==> src/rtl/ladowarka_pkg.sv <==
// Shared types and defaults for the program-memory loader.
// LADOWARKA_CSUM_EN adds the trailing checksum byte state.
package ladowarka_pkg;

   localparam int DEF_ADDR_WIDTH = 8;
   localparam int DEF_DATA_WIDTH = 15;

`ifdef LADOWARKA_CSUM_EN
   typedef enum logic [2:0] {
      ST_IDLE  = 3'd0,
      ST_HI    = 3'd1,
      ST_LO    = 3'd2,
      ST_WRITE = 3'd3,
      ST_CSUM  = 3'd4,
      ST_FIN   = 3'd5
   } state_t;
`else
   typedef enum logic [2:0] {
      ST_IDLE  = 3'd0,
      ST_HI    = 3'd1,
      ST_LO    = 3'd2,
      ST_WRITE = 3'd3,
      ST_FIN   = 3'd5
   } state_t;
`endif

   // Running XOR checksum over accepted link bytes.
   function automatic logic [7:0] csum_step(input logic [7:0] acc, input logic [7:0] b);
      return acc ^ b;
   endfunction

endpackage

==> src/rtl/ladowarka_prog.sv <==
// Byte-stream to 15-bit program memory loader; holds the CPU via busy while loading.
// Optional checksum trailer byte enabled by macro LADOWARKA_CSUM_EN.
module ladowarka_prog
   import ladowarka_pkg::*;
#(
   parameter int ADDR_WIDTH = DEF_ADDR_WIDTH,
   parameter int DATA_WIDTH = DEF_DATA_WIDTH
)(
   input  logic                  clk,
   input  logic                  rst_n,
   input  logic                  start,
   input  logic [ADDR_WIDTH-1:0] len_m1,
   input  logic [7:0]            in_data,
   input  logic                  in_valid,
   output logic                  in_ready,
   output logic                  we_o,
   output logic [ADDR_WIDTH-1:0] waddr_o,
   output logic [DATA_WIDTH-1:0] wdata_o,
   output logic                  busy,
   output logic                  done,
   output logic                  err
);

   state_t                state_r, state_s;
   logic [ADDR_WIDTH-1:0] cnt_r, cnt_s;
   logic [ADDR_WIDTH-1:0] len_r, len_s;
   logic [ADDR_WIDTH-1:0] waddr_r, waddr_s;
   logic [DATA_WIDTH-1:0] wdata_r, wdata_s;
   logic [6:0]            hi_r, hi_s;
   logic                  in_ready_r, in_ready_s;
   logic                  we_r, we_s;
   logic                  busy_r, busy_s;
   logic                  done_r, done_s;
`ifdef LADOWARKA_CSUM_EN
   logic [7:0]            csum_r, csum_s;
   logic                  err_r, err_s;
`endif

   // Next-state and next-output decode; all outputs are registered from these.
   always_comb begin
      state_s = state_r;
      cnt_s   = cnt_r;
      len_s   = len_r;
      waddr_s = waddr_r;
      wdata_s = wdata_r;
      hi_s    = hi_r;
`ifdef LADOWARKA_CSUM_EN
      csum_s  = csum_r;
      err_s   = err_r;
`endif
      case (state_r)
         ST_IDLE: begin
            if (start) begin
               state_s = ST_HI;
               cnt_s   = {ADDR_WIDTH{1'b0}};
               len_s   = len_m1;
`ifdef LADOWARKA_CSUM_EN
               csum_s  = 8'h00;
               err_s   = 1'b0;
`endif
            end else begin
               state_s = ST_IDLE;
            end
         end
         ST_HI: begin
            // Bit 7 of the high byte does not reach the 15-bit word.
            if (in_valid) begin
               hi_s    = in_data[6:0];
               state_s = ST_LO;
`ifdef LADOWARKA_CSUM_EN
               csum_s  = csum_step(csum_r, in_data);
`endif
            end else begin
               state_s = ST_HI;
            end
         end
         ST_LO: begin
            if (in_valid) begin
               wdata_s = {hi_r, in_data};
               waddr_s = cnt_r;
               state_s = ST_WRITE;
`ifdef LADOWARKA_CSUM_EN
               csum_s  = csum_step(csum_r, in_data);
`endif
            end else begin
               state_s = ST_LO;
            end
         end
         ST_WRITE: begin
            if (cnt_r != len_r) begin
               cnt_s   = cnt_r + {{(ADDR_WIDTH-1){1'b0}}, 1'b1};
               state_s = ST_HI;
            end else begin
`ifdef LADOWARKA_CSUM_EN
               state_s = ST_CSUM;
`else
               state_s = ST_FIN;
`endif
            end
         end
`ifdef LADOWARKA_CSUM_EN
         ST_CSUM: begin
            if (in_valid) begin
               err_s   = (csum_r != in_data);
               state_s = ST_FIN;
            end else begin
               state_s = ST_CSUM;
            end
         end
`endif
         ST_FIN: begin
            state_s = ST_IDLE;
         end
         default: begin
            state_s = ST_IDLE;
         end
      endcase

      in_ready_s = (state_s == ST_HI) || (state_s == ST_LO)
`ifdef LADOWARKA_CSUM_EN
                   || (state_s == ST_CSUM)
`endif
                   ;
      we_s   = (state_s == ST_WRITE);
      busy_s = (state_s != ST_IDLE);
      done_s = (state_s == ST_FIN);
   end

   // State and output registers with synchronous active-low reset.
   always_ff @(posedge clk) begin
      if (!rst_n) begin
         state_r    <= ST_IDLE;
         cnt_r      <= {ADDR_WIDTH{1'b0}};
         len_r      <= {ADDR_WIDTH{1'b0}};
         waddr_r    <= {ADDR_WIDTH{1'b0}};
         wdata_r    <= {DATA_WIDTH{1'b0}};
         hi_r       <= 7'd0;
         in_ready_r <= 1'b0;
         we_r       <= 1'b0;
         busy_r     <= 1'b0;
         done_r     <= 1'b0;
`ifdef LADOWARKA_CSUM_EN
         csum_r     <= 8'h00;
         err_r      <= 1'b0;
`endif
      end else begin
         state_r    <= state_s;
         cnt_r      <= cnt_s;
         len_r      <= len_s;
         waddr_r    <= waddr_s;
         wdata_r    <= wdata_s;
         hi_r       <= hi_s;
         in_ready_r <= in_ready_s;
         we_r       <= we_s;
         busy_r     <= busy_s;
         done_r     <= done_s;
`ifdef LADOWARKA_CSUM_EN
         csum_r     <= csum_s;
         err_r      <= err_s;
`endif
      end
   end

   assign in_ready = in_ready_r;
   assign we_o     = we_r;
   assign waddr_o  = waddr_r;
   assign wdata_o  = wdata_r;
   assign busy     = busy_r;
   assign done     = done_r;
`ifdef LADOWARKA_CSUM_EN
   assign err      = err_r;
`else
   assign err      = 1'b0;
`endif

endmodule

==> config.mk <==
export PLATFORM = sky130hd
export DESIGN_NAME = ladowarka_prog
export DESIGN_NICKNAME = d
export VERILOG_FILES = /design/src/rtl/ladowarka_pkg.sv /design/src/rtl/ladowarka_prog.sv
export SDC_FILE = /design/constraint.sdc
export NUM_CORES = 1
export LEC_CHECK = 0
export CAP_MARGIN = 20
export CORE_ASPECT_RATIO = 1.75
export CORE_UTILIZATION = 46
export DETAILED_ROUTE_END_ITERATION = 6
export MAX_ROUTING_LAYER = met4
export PLACE_DENSITY = 0.75
export SYNTH_ARGS = -nofsm -noshare
export SYNTH_HDL_FRONTEND = slang
export SYNTH_SLANG_ARGS = --single-unit
==> constraint.sdc <==
create_clock -name clk -period 1.5 [get_ports clk]
set_input_delay 0.225 -clock clk [delete_from_list [all_inputs] [get_ports clk]]
set_output_delay 0.225 -clock clk [all_outputs]
set_load 0.005 [all_outputs]
=== Word level (Yosys, flattened, before mapping) ===
Cells that the tools add are included.

* Add/sub/neg operators: 1
* Equal/unequal tests: 10
* Muxes and demuxes: 8
* Reductions and logical operators: 8

{| class="wikitable"
|+ Operators with widths
! operator !! count
|-
| $mux 8 || 2
|-
| $pmux 8 s2 || 1
|-
| $eq 3x2->1 const B || 4
|-
| $pmux 3 s4 || 1
|-
| $add 8x1->8 const B || 1
|-
| $ne 8x8->1 || 1
|-
| $eq 3x1->1 const B || 2
|-
| $reduce_and 2->1 || 3
|-
| $ne 2x2->1 const B || 2
|-
| $eq 3x3->1 const B || 1
|-
| $logic_not 3->1 || 1
|-
| $mux 3 || 1
|-
| $reduce_and 3->1 || 1
|-
| $reduce_bool 3->1 || 1
|-
| $mux 1 || 2
|-
| $mux 2 || 1
|-
| $reduce_bool 2->1 || 1
|-
| $logic_or 1x1->1 || 1
|}

* Bits in registers: 53
* Bits of input ports: 20
* Output and inout port bits: 28
* Logic and storage cells: 37

=== Logic depth before layout (Yosys ltp) ===
Gate-level depths: netlist of the first run.

* Depth in word-level cells: 5
* Gate-level depth with buffers: 7
* Gate-level depth less buffers: 5

=== Worst setup path before layout of the first run ===
Ideal clock, no wire load.

* Kind: reg2reg
* From: register state_r[1]
* To: register cnt_r[3]
* Setup time: 120 ps
* Arrival time: 1320 ps
* Required time: 1380 ps
* Path slack: 60 ps
* Cell stages (with the launch flop): 7
* Path buffers: 2
* Period minus slack after synthesis: 1440 ps
* Cells stage by stage: dfxtp_1 buf_6 or4b_1 buf_2 nand3_1 o311a_1 a21boi_1

* Word-level cells in the longest chain between the ends: 3
* Elaborated cells between the ends (all ways): 7
* Those cells by class: eq/ne (3); mux (1); reduce/logical (3)

{| class="wikitable"
|+ Ends and longest elaborated chain
! item !! line !! source
|-
| start: declaration || ladowarka_prog.sv:24 || <nowiki>state_t state_r, state_s;</nowiki>
|-
| start signal: assignment || ladowarka_prog.sv:147 || <nowiki>state_r <= state_s;</nowiki>
|-
| $eq 3x2->1 / $logic_not 3->1 (equally long branches) || ladowarka_prog.sv:51 || <nowiki>case (state_r)</nowiki>
|-
| $ne 2x2->1 (no line) / $reduce_bool 2->1 (equally long branches) || - ||
|-
| $reduce_and 3->1 (no line) || - ||
|-
| end signal: assignment || ladowarka_prog.sv:133 || <nowiki>cnt_r <= {ADDR_WIDTH{1'b0}};</nowiki>
|-
| end signal: assignment || ladowarka_prog.sv:148 || <nowiki>cnt_r <= cnt_s;</nowiki>
|-
| end: declaration || ladowarka_prog.sv:25 || <nowiki>logic [ADDR_WIDTH-1:0] cnt_r, cnt_s;</nowiki>
|}

Parallel ways exist; a longest one is shown, timed or not.
A chain may end at the register's enable or synchronous reset.

=== Final worst setup path of the first run ===
* From: register cnt_r[3]
* To: register cnt_r[3]

* Word-level cells in the longest chain between the ends: 3
* Elaborated cells between the ends (all ways): 6
* Those cells by class: add/sub (1); eq/ne (2); mux (2); reduce/logical (1)

{| class="wikitable"
|+ Ends and longest elaborated chain
! item !! line
|-
| $add 8x1->8 / $ne 8x8->1 (equally long branches) || ladowarka_prog.sv:91, ladowarka_prog.sv:90
|-
| $mux 8 / $ne 2x2->1 (equally long branches) || -
|-
| $pmux 8 s2 / $reduce_and 3->1 (equally long branches) || -
|}

Parallel ways exist; a longest one is shown, timed or not. The select of a mux whose other input is x is not followed.

==> results of run 1 <==
==> timing repair <==
action,4_1_cts,5_1_grt
hold buffers,0,0
resized for setup,3,15
setup endpoints to repair,4,29
gates cloned,0,2
pin swaps,0,1
==> synthesized netlist by cell type <==
library cell	instances
a211oi_1	1
a21boi_0	23
a21boi_1	10
a21oi_1	3
a41oi_1	1
and2_1	1
and3_1	2
and3b_1	1
and4_1	2
buf_2	12
buf_4	1
buf_6	3
clkbuf_1	7
conb_1	1
dfxtp_1	53
ha_1	1
inv_1	1
mux2i_1	10
nand2_1	74
nand2b_1	6
nand3_1	9
nand3b_1	1
nand3b_2	1
nand4_2	2
nor2_1	2
nor2b_1	9
nor3_1	4
nor3_2	1
nor4_1	3
nor4b_4	1
nor4bb_1	1
o2111ai_1	3
o21ai_0	6
o311a_1	2
o311ai_1	3
o31a_1	2
or2_2	1
or3_1	1
or4b_1	1
xnor2_1	8
==> cells by family after synthesis <==
| group | after synthesis | synth area share [%] |
|---|---|---|
| XOR/XNOR | 8 | 2.92 |
| other | 1 | 0.157 |
| adder cells (fa/ha/maj) | 1 | 0.522 |
| flip-flops | 53 | 44.3 |
| multiplexers | 10 | 4.18 |
| AND/OR/NAND/NOR | 123 | 25.8 |
| buffers and inverters | 24 | 5.48 |
| AO/OA/AOI/OAI | 54 | 16.7 |
==> stage by stage <==
stage	hold WS, ps	util, %
6_report	451	64.9
5_1_grt	472	64.9
4_1_cts	452	63.1
3_5_place_dp	455	61.0
3_3_place_gp	448	61.0
2_1_floorplan	360	-
==> power by group through the flow <==
stage               combinational, W  clock, W  sequential [W]
finish                      0.000437  0.000860         0.00148
global placement            0.000397         0         0.00150
floorplan                   0.000228         0         0.00150
detailed placement          0.000401         0         0.00150
CTS                         0.000407  0.000885         0.00147
global route                0.000472  0.000936         0.00148
==> worst min-delay path by stage <==
stage / start / end / slack, ps / cells past startpoint
finish: len_m1[6] / len_r[6]$_SDFFE_PN0P_ / 450 / 3
global route: len_m1[5] / len_r[5]$_SDFFE_PN0P_ / 470 / 3
CTS: len_m1[7] / len_r[7]$_SDFFE_PN0P_ / 450 / 3
detailed placement: hi_r[5]$_SDFFE_PN0N_ / wdata_o[13]$_SDFFE_PN0P_ / 460 / 2
global placement: hi_r[4]$_SDFFE_PN0N_ / wdata_o[12]$_SDFFE_PN0P_ / 450 / 2
floorplan: len_m1[1] / len_r[1]$_SDFFE_PN0P_ / 360 / 2
==> state kept, by name, summed over array words and instances (netlist names) <==
signal	cells
len_r	8
cnt_r	8
state_r	3
waddr_o	8
hi_r	7
we_o	1
busy	1
done	1
in_ready	1
wdata_o	15
==> routing by layer <==
layer | share of wire (%) | vias up
met5 | 0 | -
met2 | 52 | 68
met3 | 4.4 | 17
met4 | 2.9 | 0
met1 | 41 | 975
li1 | - | 1050
==> worst max-delay path: stages (launching register included) <==
cell,delay [ps]
dfxtp_1,340
xnor2_1,340
nand4_2,240
o311a_1,380
a21boi_1,130
==> layout make-up <==
| cell class | instances | share of cell area [%] |
|---|---|---|
| Multi-Input combinational cell | 199 | 40.0 |
| Timing Repair Buffer | 69 | 21.6 |
| Clock buffer | 6 | 2.56 |
| Sequential cell | 53 | 33.1 |
| Tap cell | 54 | 2.09 |
| Clock inverter | 2 | 0.503 |
| Inverter | 1 | 0.116 |
==> run_results.csv, run 1 <==
group,metric,value,unit
pwr,seq_power_share,53.2,%
logic_synthesis,syn_nets,295,
placed_design,post-dp-hpwl,3530,µm
clock_tree,cts_max_path_buffers,2,
global_routing,grt_pass1_vias,1927,
logic_synthesis,synth-warning-count,0,
hold_path,hold_class,"input port to flip-flop",
drt,first_iter_violations,64,
worst_setup_path,critPathMaxFanout,5,
cells_and_area,n_fill_cell,427,
sta,hold_viol,0,
drt,wl_per_cell,13.7,µm
worst_setup_path,worstReg2RegEnd,"cnt_r[3]$_SDFFE_PN0P_",
sta,setup_viol,0,
clock_tree,clk_pin_slew,100,ps
floorplanning,die-area,0.00551,mm²
worst_setup_path,crit_start,"cnt_r[3]$_SDFFE_PN0P_",
worst_setup_path,worstRegToRegCells,4,
global_routing,antenna_found_initial,0,
sta,drv_slew,0,
cells_and_area,layout-drive-gt1-share,15.5,%
logic_synthesis,syn_area,0.00240,mm²
global_routing,grt_busiest_layer,"met2",
global_routing,grtUsageMet3,3.86,%
clock_tree,cts_root_buffer,"clkbuf_8",
pwr,total_power,0.00277,W
logic_synthesis,synth_cell_types,40,
drt,dr.pass1.iters,4,
cells_and_area,multi_input_area,0.00129,mm²
sta,fin_crit_sh,99.2,%
logic_synthesis,synth_area_leader_cell,"dfxtp_1",
cells_and_area,antennaDiodeCount,0,
floorplanning,fp-row-count,34,
drt,via_per_inst,5.49,
global_routing,grt_overflow,0,
cells_and_area,final_common_cell,"nand2_1",
placed_design,place_inst,374,
cells_and_area,areaGrowthSynthToFinish,34.9,%
worst_setup_path,worstSetupPathType,"flip-flop to flip-flop",
floorplanning,design.core.area,0.00498,mm²
logic_synthesis,ys_seq_area_share,44.3,%
drt,drc,0,
global_routing,grt_use_met2,35.0,%
cells_and_area,post-route-cell-area,0.00323,mm²
clock_tree,post_cts_buffers,0,
sta,finClkSkew,11.5,ps
logic_synthesis,ys_ff_latch,53,
logic_synthesis,avgSynthCellArea,8.74,µm²
cells_and_area,seq_area,0.00107,mm²
logic_synthesis,synth_top_area_share,44.3,%
sta,tns,0,ps
cells_and_area,layout_common_cells,"nand2_1, dfxtp_1, clkdlybuf4s50_1, a21boi_0, buf_4",
worst_setup_path,reg2reg_from,"cnt_r[3]$_SDFFE_PN0P_",
pwr,power.switching,0.000717,W
run_status,status,"complete, no violations",
global_routing,grt_first_pass_wirelength,8510,µm
pwr,swShare,25.9,%
placed_design,portBuffers,46,
logic_synthesis,syn_inst,274,
drt,finalWirelength,5270,µm
pwr,comb_power_share,15.8,%
floorplanning,die_h,97.5,µm
clock_tree,cts_sinks,53,
pwr,pwr_density_cell,858,mW/mm²
pwr,p_leak,1.12,nW
placed_design,place_congestion,0.841,
global_routing,grtUsageMet1,21.6,%
drt,ant_nets,0,
cells_and_area,nets,350,
clock_tree,cts_made_buffers,5,
floorplanning,io_pins,48,
pwr,peakVddDrop,810,µV
drt,vias,2110,
worst_setup_path,cp_data_required_time,1730,ps
sta,fin_crit,1490,ps
placed_design,placed_cell_area,0.00304,mm²
floorplanning,die_x,56.6,µm
logic_synthesis,netlist_top_cells_area,"dfxtp_1, nand2_1, a21boi_0",
cells_and_area,instances_no_fill,384,
global_routing,grt_use_total,19.7,%
clock_tree,htree_levels,2,
run,maxCapViolations,0,
pwr,p_int,0.00206,W
worst_setup_path,worst_setup_path_start_kind,"flip-flop",
worst_setup_path,crit_arrival,1720,ps
clock_tree,cts_tree,"yes",
worst_setup_path,end_kind,"flip-flop",
global_routing,grt_max_degree,40,
worst_setup_path,r2r_setup_slack,10,ps
placed_design,dp_worst_setup_slack,-353,ps
floorplanning,start_util,48.1,%
clock_tree,clk_latency,310,ps
sta,timing.final.ws_setup,11.4,ps
pwr,pwr-share-clk,31.0,%
sta,fmax,672,MHz
worst_setup_path,crit_end,"cnt_r[3]$_SDFFE_PN0P_",
No activity file was read; power rests on OpenSTA's default activity.
==> inputs of run 2 (changes only) <==
- PLACE_DENSITY: 0.75 -> 0.85
==> run 2 against run 1 <==
Effect of this change: sequential cell count unchanged; highest routed layer unchanged; sequential power about the same; routed wire length up 10%; clock skew down 2.5 ps; final area up 0.70%; sequential share of layout area down 0.27 points; register-to-register slack worse by 40 ps; the run now ends with setup timing left; die area unchanged; combinational power about the same; total power about the same; largest cell class unchanged.
==> run_results.csv, run 2 (synthesized netlist as in run 1, its figures left out) <==
group,metric,value,unit
sta,hold_viol,0,
floorplanning,start_util,48.1,%
global_routing,antenna_found_initial,0,
sta,timing.final.ws_setup,-33.2,ps
placed_design,place_inst,374,
clock_tree,clk_pin_slew,100,ps
drt,drc,0,
floorplanning,design.core.area,0.00498,mm²
drt,wl_per_cell,15.0,µm
sta,fin_crit,1530,ps
global_routing,grt_first_pass_wirelength,8760,µm
drt,ant_nets,0,
cells_and_area,areaGrowthSynthToFinish,35.8,%
sta,fmax,652,MHz
worst_setup_path,end_kind,"flip-flop",
cells_and_area,largest_reg_flops,15,
clock_tree,htree_levels,2,
sta,rsz0062_at_grt,"yes",
global_routing,grt_pass1_vias,2057,
pwr,pwr_density_cell,852,mW/mm²
cells_and_area,layout_common_cells,"nand2_1, dfxtp_1, clkdlybuf4s50_1, buf_4, a21boi_0",
sta,finClkSkew,9.01,ps
worst_setup_path,cpMaxStageDelayCell,"nor4b_4",
sta,hold_slack,459,ps
worst_setup_path,crit_buf_inv,1,
worst_setup_path,critPathMaxFanout,5,
cells_and_area,multi_input_area,0.00131,mm²
floorplanning,die_x,56.6,µm
drt,dr.pass1.iters,4,
worst_setup_path,critPathMaxStageDelay,400,ps
clock_tree,cts_made_buffers,5,
placed_design,placed_cell_area,0.00300,mm²
worst_setup_path,path_cells,"buf_4 -> nor4b_4 -> nor3_1 -> a41oi_1 -> o311ai_1",
cells_and_area,antennaDiodeCount,0,
floorplanning,io_pins,48,
drt,first_iter_violations,62,
clock_tree,clk_latency,300,ps
worst_setup_path,worst_setup_path_start_kind,"flip-flop",
placed_design,post-dp-hpwl,3840,µm
global_routing,grt_max_degree,25,
floorplanning,fp-row-count,34,
cells_and_area,seq_area,0.00107,mm²
floorplanning,die-area,0.00551,mm²
run,maxCapViolations,0,
cells_and_area,post-route-cell-area,0.00325,mm²
sta,tns,-55.7,ps
clock_tree,cts_sinks,53,
clock_tree,cts_max_path_buffers,2,
global_routing,grt_use_total,20.0,%
cells_and_area,final_common_cell,"nand2_1",
cells_and_area,layout-drive-gt1-share,17.4,%
run_status,violations,"setup timing",
worst_setup_path,cpLargestDelayFamily,"simple AND/OR/NAND/NOR gates",
pwr,peakVddDrop,851,µV
clock_tree,cts_tree,"yes",
placed_design,place_congestion,0.830,
drt,via_per_inst,5.59,
global_routing,grt_overflow,0,
drt,vias,2165,
worst_setup_path,worstSetupPathType,"flip-flop to flip-flop",
worst_setup_path,cp_data_required_time,1680,ps
clock_tree,cts_root_buffer,"clkbuf_8",
sta,setup_viol,2,
sta,drv_slew,0,
pwr,p_leak,1.13,nW
cells_and_area,n_fill_cell,377,
hold_path,hold_class,"input port to flip-flop",
floorplanning,die_h,97.5,µm
cells_and_area,instances_no_fill,387,
run_status,status,"finished, violations left",
sta,fin_crit_sh,102,%
worst_setup_path,crit_arrival,1710,ps
placed_design,portBuffers,46,
placed_design,dp_worst_setup_slack,-262,ps
drt,finalWirelength,5800,µm
cells_and_area,nets,353,
run 2: stage by stage:
step | utilization, % | total power [W]
finish | 65.4 | 0.00277
detailed placement | 60.3 | 0.00189
global placement | 60.3 | 0.00188
global route | 65.4 | 0.00288
CTS | 62.4 | 0.00273
floorplan | - | 0.00173
run 2: per-layer routing:
layer  track usage (%)  share of wire, %  routed length [µm]  vias to the layer above
met1              19.5                37                2160                     1017
li1                  -                 -                   -                     1061
met2              36.8                55                3190                       64
met5                 -                 0                   0                        -
met4              11.1               4.7                 271                        0
met3              2.53               3.2                 183                       23
run 2: layout make-up:
class	count	area share, %
Tap cell	54	2.08
Clock inverter	2	0.500
Sequential cell	53	32.8
Inverter	1	0.115
Multi-Input combinational cell	198	40.2
Clock buffer	6	2.54
Timing Repair Buffer	73	21.8
run 2: final timing paths:
path / start / endpoint / slack, ps / cells after the start
max: state_r[0]$_SDFF_PN0_ / cnt_r[2]$_SDFFE_PN0P_ / -30 / 5
min: len_m1[3] / len_r[3]$_SDFFE_PN0P_ / 460 / 3
max reg2reg: state_r[0]$_SDFF_PN0_ / cnt_r[2]$_SDFFE_PN0P_ / -30 / 5
min reg2reg: waddr_o[5]$_SDFFE_PN0P_ / waddr_o[5]$_SDFFE_PN0P_ / 470 / 2
run 2: power breakdown:
group          internal, W  total, W  switching [W]
combinational     0.000223  0.000434       0.000210
sequential         0.00145   0.00148      0.0000297
clock             0.000381  0.000860       0.000479
run 2: worst register-to-register path: stages, from the launching register on:
cell,delay [ps]
dfxtp_1,340
buf_4,160
nor4b_4,400
nor3_1,140
a41oi_1,240
o311ai_1,140
run 2: repair_timing:
| action | in CTS | in global routing |
|---|---|---|
| hold buffers | 0 | 0 |
| resized for setup | 2 | 21 |
| pin swaps | 0 | 1 |
| endpoints found under the setup margin | 1 | 44 |
| buffers inserted | 0 | 2 |
| gates cloned | 0 | 3 |
==> inputs of run 3 (changes only) <==
- ABC_AREA: unset -> 1
- CORE_UTILIZATION: 46 -> 45
==> run 3 against run 2 <==
Effect of this change: the flow now finishes without violations; synthesized cell count increased by 1.8%; die area decreased by 7.6%; non-clock buffer count decreased by 16; total power increased by 0.41%; clock skew decreased by 2.5 ps; critical path type unchanged; largest power group unchanged; highest routed layer unchanged.
==> run_results.csv, run 3 <==
group,metric,value,unit
logic_synthesis,ys_ff_latch,53,
placed_design,place_congestion,0.811,
worst_setup_path,reg2reg_from,"cnt_r[1]$_SDFFE_PN0P_",
global_routing,grt_overflow,0,
logic_synthesis,synth-warning-count,0,
placed_design,portBuffers,46,
clock_tree,cts_sinks,53,
pwr,pwr_density_cell,990,mW/mm²
cells_and_area,areaGrowthSynthToFinish,30.1,%
worst_setup_path,cpLargestDelayFamily,"simple AND/OR/NAND/NOR gates",
logic_synthesis,syn_area,0.00216,mm²
worst_setup_path,worst_setup_path_start_kind,"flip-flop",
drt,first_iter_violations,43,
clock_tree,cts_root_buffer,"clkbuf_8",
pwr,pwr-share-clk,30.9,%
worst_setup_path,cpMostUsedCell,"nand2_1",
logic_synthesis,avgSynthCellArea,7.74,µm²
run,maxCapViolations,0,
drt,via_per_inst,5.11,
cells_and_area,largest_reg_flops,15,
pwr,comb_power_share,14.4,%
cells_and_area,antennaDiodeCount,0,
clock_tree,cts_tree,"yes",
logic_synthesis,ys_seq_area_share,49.1,%
cells_and_area,layout_common_cells,"nor2_1, dfxtp_1, clkdlybuf4s50_1, o21ai_0, nand2_1",
worst_setup_path,end_kind,"flip-flop",
cells_and_area,fin_util,60.3,%
run_status,status,"complete, no violations",
sta,finClkSkew,6.47,ps
clock_tree,clk_latency,300,ps
pwr,p_leak,1.14,nW
cells_and_area,layout-drive-gt1-share,12.8,%
logic_synthesis,synth_top_area_share,49.1,%
logic_synthesis,synth_common_cells,"dfxtp_1, nor2_1, o21ai_0",
logic_synthesis,synth_area_leader_cell,"dfxtp_1",
floorplanning,die-area,0.00509,mm²
worst_setup_path,crit_buf_inv,0,
sta,setup_viol,0,
pwr,p_int,0.00210,W
placed_design,post-dp-hpwl,3470,µm
pwr,seq_power_share,54.8,%
logic_synthesis,synth_edf_count,0,
floorplanning,fp-row-count,33,
floorplanning,die_h,93.7,µm
drt,ant_nets,0,
worst_setup_path,critPathMaxFanout,5,
logic_synthesis,async_flop_share,0,%
cells_and_area,n_fill_cell,408,
worst_setup_path,cpMaxStageDelayCell,"dfxtp_4",
clock_tree,cts_made_buffers,5,
global_routing,grt_first_pass_wirelength,8160,µm
sta,drv_slew,0,
worst_setup_path,cp_data_required_time,1750,ps
global_routing,grt_use_total,22.1,%
hold_path,min_from,"hi_r[2]$_SDFFE_PN0N_",
sta,hold_viol,0,
hold_path,hold_class,"flip-flop to flip-flop",
drt,drc,0,
floorplanning,die_x,54.4,µm
floorplanning,start_util,46.3,%
sta,fin_crit,1400,ps
sta,fin_crit_sh,93.5,%
cells_and_area,nets,349,
worst_setup_path,crit_arrival,1650,ps
global_routing,antenna_found_initial,0,
logic_synthesis,syn_nets,300,
clock_tree,clk_pin_slew,90,ps
pwr,swShare,24.6,%
drt,dr.pass1.iters,4,
worst_setup_path,critPathMaxStageDelay,380,ps
clock_tree,cts_max_path_buffers,2,
logic_synthesis,yosysMostFrequentCell,"dfxtp_1",
logic_synthesis,synthFlopType,"dfxtp_1",
worst_setup_path,worstSetupPathType,"flip-flop to flip-flop",
sta,fmax,713,MHz
cells_and_area,multi_input_area,926,µm²
logic_synthesis,netlist_top_cells_area,"dfxtp_1, o21ai_0, nor2_1",
pwr,power.switching,0.000685,W
cells_and_area,seq_area,0.00107,mm²
pwr,total_power,0.00278,W
logic_synthesis,syn_inst,279,
worst_setup_path,path_cells,"ha_2 -> nand3_1 -> nor2_2 -> nand2_1 -> a21oi_1 -> o21ai_0 -> nand2_1 -> nand2_1 -> nor2_1",
clock_tree,htree_levels,2,
global_routing,grt_max_degree,34,
floorplanning,io_pins,48,
worst_setup_path,crit_start,"cnt_r[1]$_SDFFE_PN0P_",
drt,wl_per_cell,12.6,µm
pwr,peakVddDrop,736,µV
drt,finalWirelength,4800,µm
logic_synthesis,synth_cell_types,26,
drt,vias,1947,
floorplanning,design.core.area,0.00467,mm²
global_routing,grt_pass1_vias,1909,
cells_and_area,final_common_cell,"nor2_1",
## run 3: through the flow
stage / TNS, ps / cell area, µm² / setup slack (ps) / hold slack, ps / instances
floorplan: 0 / 2160 / 211 / 360 / 279
global placement: -31.3 / 2690 / -9.54 / 435 / 373
CTS: 0 / 2790 / 0.920 / 454 / 381
finish: 0 / 2810 / 97.0 / 455 / 381
global route: -21.2 / 2810 / -21.2 / 489 / 381
detailed placement: -642 / 2690 / -80.2 / 441 / 373
## run 3: final cells by class
cell class / count / area share [%]
flip-flops and latches: 53 / 38.1
multi-input cells: 187 / 32.9
repair buffers: 57 / 19.9
clock buffers: 7 / 3.43
inverters: 24 / 3.20
well taps: 52 / 2.31
clock inverters: 1 / 0.178
## run 3: tightest hold or removal path, stage by stage, from the launching register on
cell	delay (ps)
dfxtp_1	310
inv_1	60
a21oi_1	50
## run 3: cells by family after synthesis
family	after synthesis	synth area share [%]
and+or+nand+nor	108	21.9
xor gates and xnor gates	7	3.53
adders and majority gates	1	0.579
DFF	53	49.1
other	1	0.174
AOI/OAI and AO/OA	70	16.3
buffers and inverters	39	8.40
## run 3: worst paths after layout
check / end / slack (ps) / depth (start not counted)
setup / recovery: cnt_r[6]$_SDFFE_PN0P_ / 100 / 9
setup reg to reg: cnt_r[6]$_SDFFE_PN0P_ / 100 / 9
hold / removal: hi_r[2]$_SDFFE_PN0N_ / 450 / 2
hold reg to reg: hi_r[2]$_SDFFE_PN0N_ / 450 / 2
## run 3: power by group through the flow
stage | Sequential [W] | Combinational (W) | Clock, W
6_report | 0.00152 | 0.000401 | 0.000859
5_1_grt | 0.00153 | 0.000448 | 0.000927
4_1_cts | 0.00152 | 0.000403 | 0.000881
3_5_place_dp | 0.00156 | 0.000401 | 0
3_3_place_gp | 0.00155 | 0.000390 | 0
2_1_floorplan | 0.00155 | 0.000220 | 0
## run 3: repair_timing
item / in CTS / in global routing
resized for setup: 0 / 9
hold endpoints to repair: 0 / 0
endpoints found under the setup margin: 0 / 10
hold buffers: 0 / 0
buffers inserted: 0 / 0
## run 3: layer usage
layer / vias up / wire [µm] / global-route usage, % / part of all wire, %
met3: 8 / 153 / 3.07 / 3.2
met4: 0 / 107 / 9.62 / 2.2
met1: 901 / 1920 / 23.7 / 40
met5: - / 0 / - / 0
li1: 993 / - / - / -
met2: 45 / 2610 / 38.5 / 54
